===== config.mk =====
export PLATFORM = sky130hd
export DESIGN_NAME = dt_statistics
export DESIGN_NICKNAME = d
export VERILOG_FILES = /design/src/rtl/dt_statistics.sv
export SDC_FILE = /design/constraint.sdc
export NUM_CORES = 1
export LEC_CHECK = 0
export ABC_AREA = 0
export BUFFER_PORTS_ARGS = -buffer_cell sky130_fd_sc_hd__buf_2
export CELL_PAD_IN_SITES_DETAIL_PLACEMENT = 1
export CELL_PAD_IN_SITES_GLOBAL_PLACEMENT = 1
export CORE_MARGIN = 3
export CORE_UTILIZATION = 49
export CTS_BUF_LIST = sky130_fd_sc_hd__clkbuf_4
export CTS_CLUSTER_DIAMETER = 120
export DETAILED_ROUTE_END_ITERATION = 7
export HOLD_SLACK_MARGIN = 0.03
export PLACE_DENSITY_LB_ADDON = 0.3
export SYNTH_ARGS = -nofsm -noshare
export SYNTH_HDL_FRONTEND = slang
export SYNTH_SLANG_ARGS = --single-unit

===== constraint.sdc =====
create_clock -name clk -period 6.8 [get_ports clk]
set_input_delay 0 -clock clk [delete_from_list [all_inputs] [get_ports clk]]
set_output_delay 0 -clock clk [all_outputs]
set_load 0.05 [all_outputs]

===== src/rtl/dt_statistics.sv =====
// Shared-buffer occupancy tracker with dynamic-threshold admit bitmaps.
// Per-queue byte counters, total/peak watermarks and sticky saturation flags.
module dt_statistics #(
    parameter int NUM_PORTS   = 4,
    parameter int PORT_W      = 2,
    parameter int LEN_W       = 11,
    parameter int QLEN_W      = 16,
    parameter int BUFFER_SIZE = 6400,
    parameter int ALPHA_RST   = 0,
    parameter int DT_MARGIN   = 256
) (
    input  logic                 clk,
    input  logic                 rst,
    input  logic                 enq_vld,
    input  logic [PORT_W-1:0]    enq_port,
    input  logic [LEN_W-1:0]     enq_len,
    input  logic                 deq_vld,
    input  logic [PORT_W-1:0]    deq_port,
    input  logic [LEN_W-1:0]     deq_len,
    input  logic                 hd_vld,
    input  logic [PORT_W-1:0]    hd_port,
    input  logic [LEN_W-1:0]     hd_len,
    input  logic                 cfg_we,
    input  logic [PORT_W-1:0]    cfg_port,
    input  logic [2:0]           cfg_alpha,
    input  logic                 peak_clr,
    input  logic                 err_clr,
    output logic [NUM_PORTS-1:0] bitmap,
    output logic [NUM_PORTS-1:0] bitmap_dt,
    output logic [QLEN_W-1:0]    total_occ,
    output logic [QLEN_W-1:0]    peak_occ,
    output logic [NUM_PORTS-1:0] err_underflow,
    output logic [NUM_PORTS-1:0] err_overflow
);

    localparam int CW = QLEN_W + 2;
    localparam int SW = QLEN_W + $clog2(NUM_PORTS + 1);

    localparam logic [CW-1:0]        QMAX_U   = {2'b00, {QLEN_W{1'b1}}};
    localparam logic signed [CW-1:0] QMAX_S   = QMAX_U;
    localparam logic [SW-1:0]        QMAX_SUM = SW'(QMAX_U);
    localparam logic [CW-1:0]        BUF_C    = CW'(BUFFER_SIZE);
    localparam logic [CW-1:0]        MARGIN_C = CW'(DT_MARGIN);

    logic [QLEN_W-1:0]    qlen_q  [NUM_PORTS];
    logic [QLEN_W-1:0]    qlen_d  [NUM_PORTS];
    logic [QLEN_W-1:0]    snap_q  [NUM_PORTS];
    logic [2:0]           alpha_q [NUM_PORTS];
    logic [2:0]           alpha_d [NUM_PORTS];
    logic [QLEN_W-1:0]    total_q, total_d;
    logic [QLEN_W-1:0]    peak_q, peak_d;
    logic [NUM_PORTS-1:0] bm_q, bm_d;
    logic [NUM_PORTS-1:0] bmdt_q, bmdt_d;
    logic [NUM_PORTS-1:0] unf_q, unf_d, unf_set;
    logic [NUM_PORTS-1:0] ovf_q, ovf_d, ovf_set;
    logic [SW-1:0]        sum;
    logic [CW-1:0]        free;

    // All coincident events on a port are folded into one signed step.
    always_comb begin
        logic signed [CW-1:0] acc;
        unf_set = '0;
        ovf_set = '0;
        for (int p = 0; p < NUM_PORTS; p++) begin
            acc = signed'(CW'(qlen_q[p]));
            if (enq_vld && enq_port == PORT_W'(p))
                acc = acc + signed'(CW'(enq_len));
            if (deq_vld && deq_port == PORT_W'(p))
                acc = acc - signed'(CW'(deq_len));
            if (hd_vld && hd_port == PORT_W'(p))
                acc = acc - signed'(CW'(hd_len));
            unf_set[p] = (acc < 0);
            ovf_set[p] = (acc > QMAX_S);
            if (unf_set[p])
                qlen_d[p] = '0;
            else if (ovf_set[p])
                qlen_d[p] = '1;
            else
                qlen_d[p] = acc[QLEN_W-1:0];
        end
    end

    always_comb begin
        for (int p = 0; p < NUM_PORTS; p++) begin
            alpha_d[p] = alpha_q[p];
            if (cfg_we && cfg_port == PORT_W'(p))
                alpha_d[p] = cfg_alpha;
        end
    end

    always_comb begin
        sum = '0;
        for (int p = 0; p < NUM_PORTS; p++)
            sum = sum + SW'(qlen_q[p]);
        total_d = (sum > QMAX_SUM) ? '1 : sum[QLEN_W-1:0];
    end

    // Thresholds use the registered total and its matching qlen snapshot.
    always_comb begin
        logic [CW-1:0] tot_c;
        logic [CW-1:0] thr;
        tot_c = CW'(total_q);
        free  = (tot_c < BUF_C) ? (BUF_C - tot_c) : '0;
        bm_d   = '0;
        bmdt_d = '0;
        for (int p = 0; p < NUM_PORTS; p++) begin
            thr       = free >> alpha_q[p];
            bm_d[p]   = (CW'(snap_q[p]) < thr);
            bmdt_d[p] = ((CW'(snap_q[p]) + MARGIN_C) < thr);
        end
    end

    always_comb begin
        unf_d = (err_clr ? '0 : unf_q) | unf_set;
        ovf_d = (err_clr ? '0 : ovf_q) | ovf_set;
        if (peak_clr)
            peak_d = '0;
        else if (total_q > peak_q)
            peak_d = total_q;
        else
            peak_d = peak_q;
    end

    always_ff @(posedge clk) begin
        if (rst) begin
            for (int p = 0; p < NUM_PORTS; p++) begin
                qlen_q[p]  <= '0;
                snap_q[p]  <= '0;
                alpha_q[p] <= 3'(ALPHA_RST);
            end
            total_q <= '0;
            peak_q  <= '0;
            bm_q    <= '0;
            bmdt_q  <= '0;
            unf_q   <= '0;
            ovf_q   <= '0;
        end else begin
            qlen_q  <= qlen_d;
            snap_q  <= qlen_q;
            alpha_q <= alpha_d;
            total_q <= total_d;
            peak_q  <= peak_d;
            bm_q    <= bm_d;
            bmdt_q  <= bmdt_d;
            unf_q   <= unf_d;
            ovf_q   <= ovf_d;
        end
    end

    assign bitmap        = bm_q;
    assign bitmap_dt     = bmdt_q;
    assign total_occ     = total_q;
    assign peak_occ      = peak_q;
    assign err_underflow = unf_q;
    assign err_overflow  = ovf_q;

endmodule


==> impl_metrics.json <==
{
  "vdd_drop_max_mv": 0.203,
  "reg2reg_to": "qlen_q[22]$_SDFF_PP0_",
  "cts-buffers-inserted": 17,
  "ant_nets": 0,
  "worst_setup_path_start_kind": "register",
  "syn-instance-count": 2738,
  "dp_cells": 3337,
  "grt_max_degree": 61,
  "stdcell_count": 3397,
  "ios": 100,
  "die_w_um": 215,
  "regToRegSetupSlack_ps": 530,
  "arrival_ps": 6830,
  "drt_iter0_drc": 1651,
  "cp_max_fo": 11,
  "synth_top_flop_cell": "dfxtp_1",
  "wl_per_cell_um": 22.6,
  "gp_congestion": 0.964,
  "synth_warnings": 0,
  "synth_area_um2": 21500,
  "crit_start": "qlen_q[16]$_SDFF_PP0_",
  "drive_gt1_frac": 0.0883,
  "grt_pass1_wl_mm": 122,
  "yosysSeqAreaShare": 0.175,
  "critPathRequiredTime_ps": 7370,
  "synth.avg_cell_area_um2": 7.84,
  "die_area_um2": 46300,
  "fin_skew_ps": 23.3,
  "whs_ps": 158,
  "fmax_mhz": 160,
  "port_buffers": 99,
  "min_path_type": "input pin to register",
  "crit_path_end_kind": "register",
  "clk_path_buf_depth": 2,
  "fin_tns_setup_ps": 0,
  "setup_viol": 0,
  "yosysMostFrequentCell": "ha_1",
  "die_y_um": 215,
  "combPwrFrac": 0.754,
  "fin_nets": 3159,
  "power.total_w": 0.0109,
  "worst_pin_slew_ps": 1130,
  "finalCriticalPeriod_ps": 6270,
  "status": "completed",
  "synth_top_cell_by_area": "dfxtp_1",
  "hpwl_mm": 62.4,
  "clk_pin_slew_ps": 170,
  "antenna_found_initial": 2,
  "finalMaxSlewViolations": 0,
  "r2r_start": "qlen_q[16]$_SDFF_PP0_",
  "synth_cell_type_count": 90,
  "drv_cap": 0,
  "final_cell_area_um2": 23000,
  "num_rows": 76,
  "track_usage": 0.327,
  "synth_area_leaders": "dfxtp_1 (18%), ha_1 (16%), a21oi_1 (5.6%)",
  "synth_fp_nets": 3100,
  "core-area_um2": 43200,
  "r2r_cells": 24,
  "synth_edf_count": 0,
  "swShare": 0.546,
  "ys_seq_elements": 188,
  "pwr-share-seq": 0.188,
  "path_class": "register to register",
  "area_delta_synth_final_pct": 7.28,
  "cts-root-buf": "clkbuf_4",
  "synthArstFlopShare": 0,
  "netlist_top_cells_count": "ha_1 (266), a21oi_1 (240), nand2_1 (227)",
  "rsz0062_at_grt": "false",
  "wl_mm": 76.7,
  "htree_num_levels": 4,
  "drc_errors": 0,
  "clkSinkCount": 188,
  "finalHoldViolCount": 0,
  "dpl_cell_area_um2": 22500,
  "cts_tree": "yes",
  "pwr-share-clk": 0.058,
  "power.internal_w": 0.00493,
  "via_per_inst": 6.28,
  "fin_crit_sh": 0.921,
  "power_density_nw_per_um2": 472,
  "crit_path_end": "qlen_q[22]$_SDFF_PP0_",
  "ctsResizeCount": 0,
  "postCtsSetupRepairBufs": 0,
  "num_vias": 21300,
  "grt_pass1_vias": 22200,
  "switchingPower_w": 0.00592,
  "grt_remaining_overflow": 0,
  "ctsHoldBuffers": 26,
  "first_pass_iters": 7,
  "leakage_nw": 10.1,
  "start_util": 0.497,
  "synth_top_cell_area_share": 0.175,
  "insertion_delay_ps": 660,
  "slew_headroom": 0.243
}
[power groups by stage]
stage / Clock (W) / Combinational, W / Sequential, W
after floorplan: 0 / 0.00579 / 0.00203
after global placement: 0 / 0.00761 / 0.00203
after detailed placement: 0 / 0.00802 / 0.00204
after CTS: 0.000636 / 0.00809 / 0.00201
after global routing: 0.000681 / 0.00909 / 0.00207
final: 0.000625 / 0.00819 / 0.00204
[state kept, by name (all words and copies together), names as in the netlist]
name	count
peak_occ	16
qlen_q	64
err_overflow	4
bitmap	4
total_occ	16
alpha_q	12
err_underflow	4
snap_q	64
bitmap_dt	4
[critical path: stages (launching register included)]
cell and delay (ps):
dfxtp_1 430, ha_1 230, inv_1 60, fa_1 410, xor2_1 190, o21ai_0 360
ha_1 360, nor2b_1 150, o21ai_0 220, o211ai_1 190, o31ai_1 560, o21bai_1 120
a21oi_1 190, xnor2_1 80, mux2_2 280, ha_1 370, nand3_1 100, a211oi_1 230
nand4b_1 290, nor2_1 80, a32o_1 320, o21a_1 240, a21oi_1 370, buf_4 260
a21oi_1 90
[worst min path at each step]
stage | end | from | depth (start not counted)
after floorplan | alpha_q[0]$_SDFFE_PP0P_ | cfg_alpha[0] | 2
after global placement | alpha_q[9]$_SDFFE_PP0P_ | cfg_alpha[0] | 3
after detailed placement | alpha_q[6]$_SDFFE_PP0P_ | cfg_alpha[0] | 3
after CTS | qlen_q[55]$_SDFF_PP0_ | deq_port[1] | 5
after global routing | alpha_q[3]$_SDFFE_PP0P_ | cfg_alpha[0] | 4
final | qlen_q[55]$_SDFF_PP0_ | deq_port[1] | 5
[cells in the final DEF (no fill, tap or decap), types with 12 or more instances in the layout]
cell type        n
o21ai_0        181
a21o_1          53
a21oi_1        240
buf_2           98
nor2b_1         98
dfxtp_1        188
and3_1          32
o31a_1          12
dlygate4sd3_1   26
a31oi_1         31
or3_1           22
nand3b_1        16
a211oi_1        32
mux2i_1         64
nor2_1         222
nand4_1         29
xnor2_1        114
o21a_1          55
xor2_1          72
ha_1           266
inv_1          106
nand2_1        227
nand2b_1        37
o211a_1         14
nand3_1         69
nor3_1          72
and2_1          16
buf_4           32
o211ai_1        19
mux4_2          12
fa_1            44
mux2_2          28
or2_2           18
o31ai_1         24
o2111ai_1       14
clkbuf_4        18
[stage by stage]
| stage | setup WS, ps | utilization |
|---|---|---|
| floorplan | 1440 | - |
| global placement | 847 | 0.521 |
| detailed placement | 672 | 0.521 |
| CTS | 623 | 0.533 |
| global route | 47.4 | 0.533 |
| finish | 534 | 0.533 |
[final cells by class]
cell class	count	area, um^2
repair buffers	156	991
fillers	5467	20200
diodes	2	5.00
flip-flops and latches	188	3760
inverters	108	405
well taps	585	732
multi-input cells	2326	16900
clock inverters	14	118
clock buffers	18	135
[routing by layer]
metal | vias to the layer above | wire [um] | global-route usage
li1 | 10100 | - | -
met1 | 10500 | 33200 | 0.415
met2 | 563 | 36300 | 0.557
met3 | 194 | 3200 | 0.0315
met4 | 0 | 4120 | 0.159
met5 | - | 0 | 0
[cells by family (layout without fill, tap and decap cells)]
kind of cell             Yosys count  in the layout  share of synthesized area
AND/OR/NAND/NOR                  927            927                      0.217
other                              0              2                          0
AO/OA/AOI/OAI                    798            798                      0.238
multiplexers                     104            104                     0.0572
flip-flops                       188            188                      0.175
XOR/XNOR                         187            187                     0.0770
buffers and inverters            224            296                     0.0398
adder cells (fa/ha/maj)          310            310                      0.196
Power figures use the tool's default switching activity.
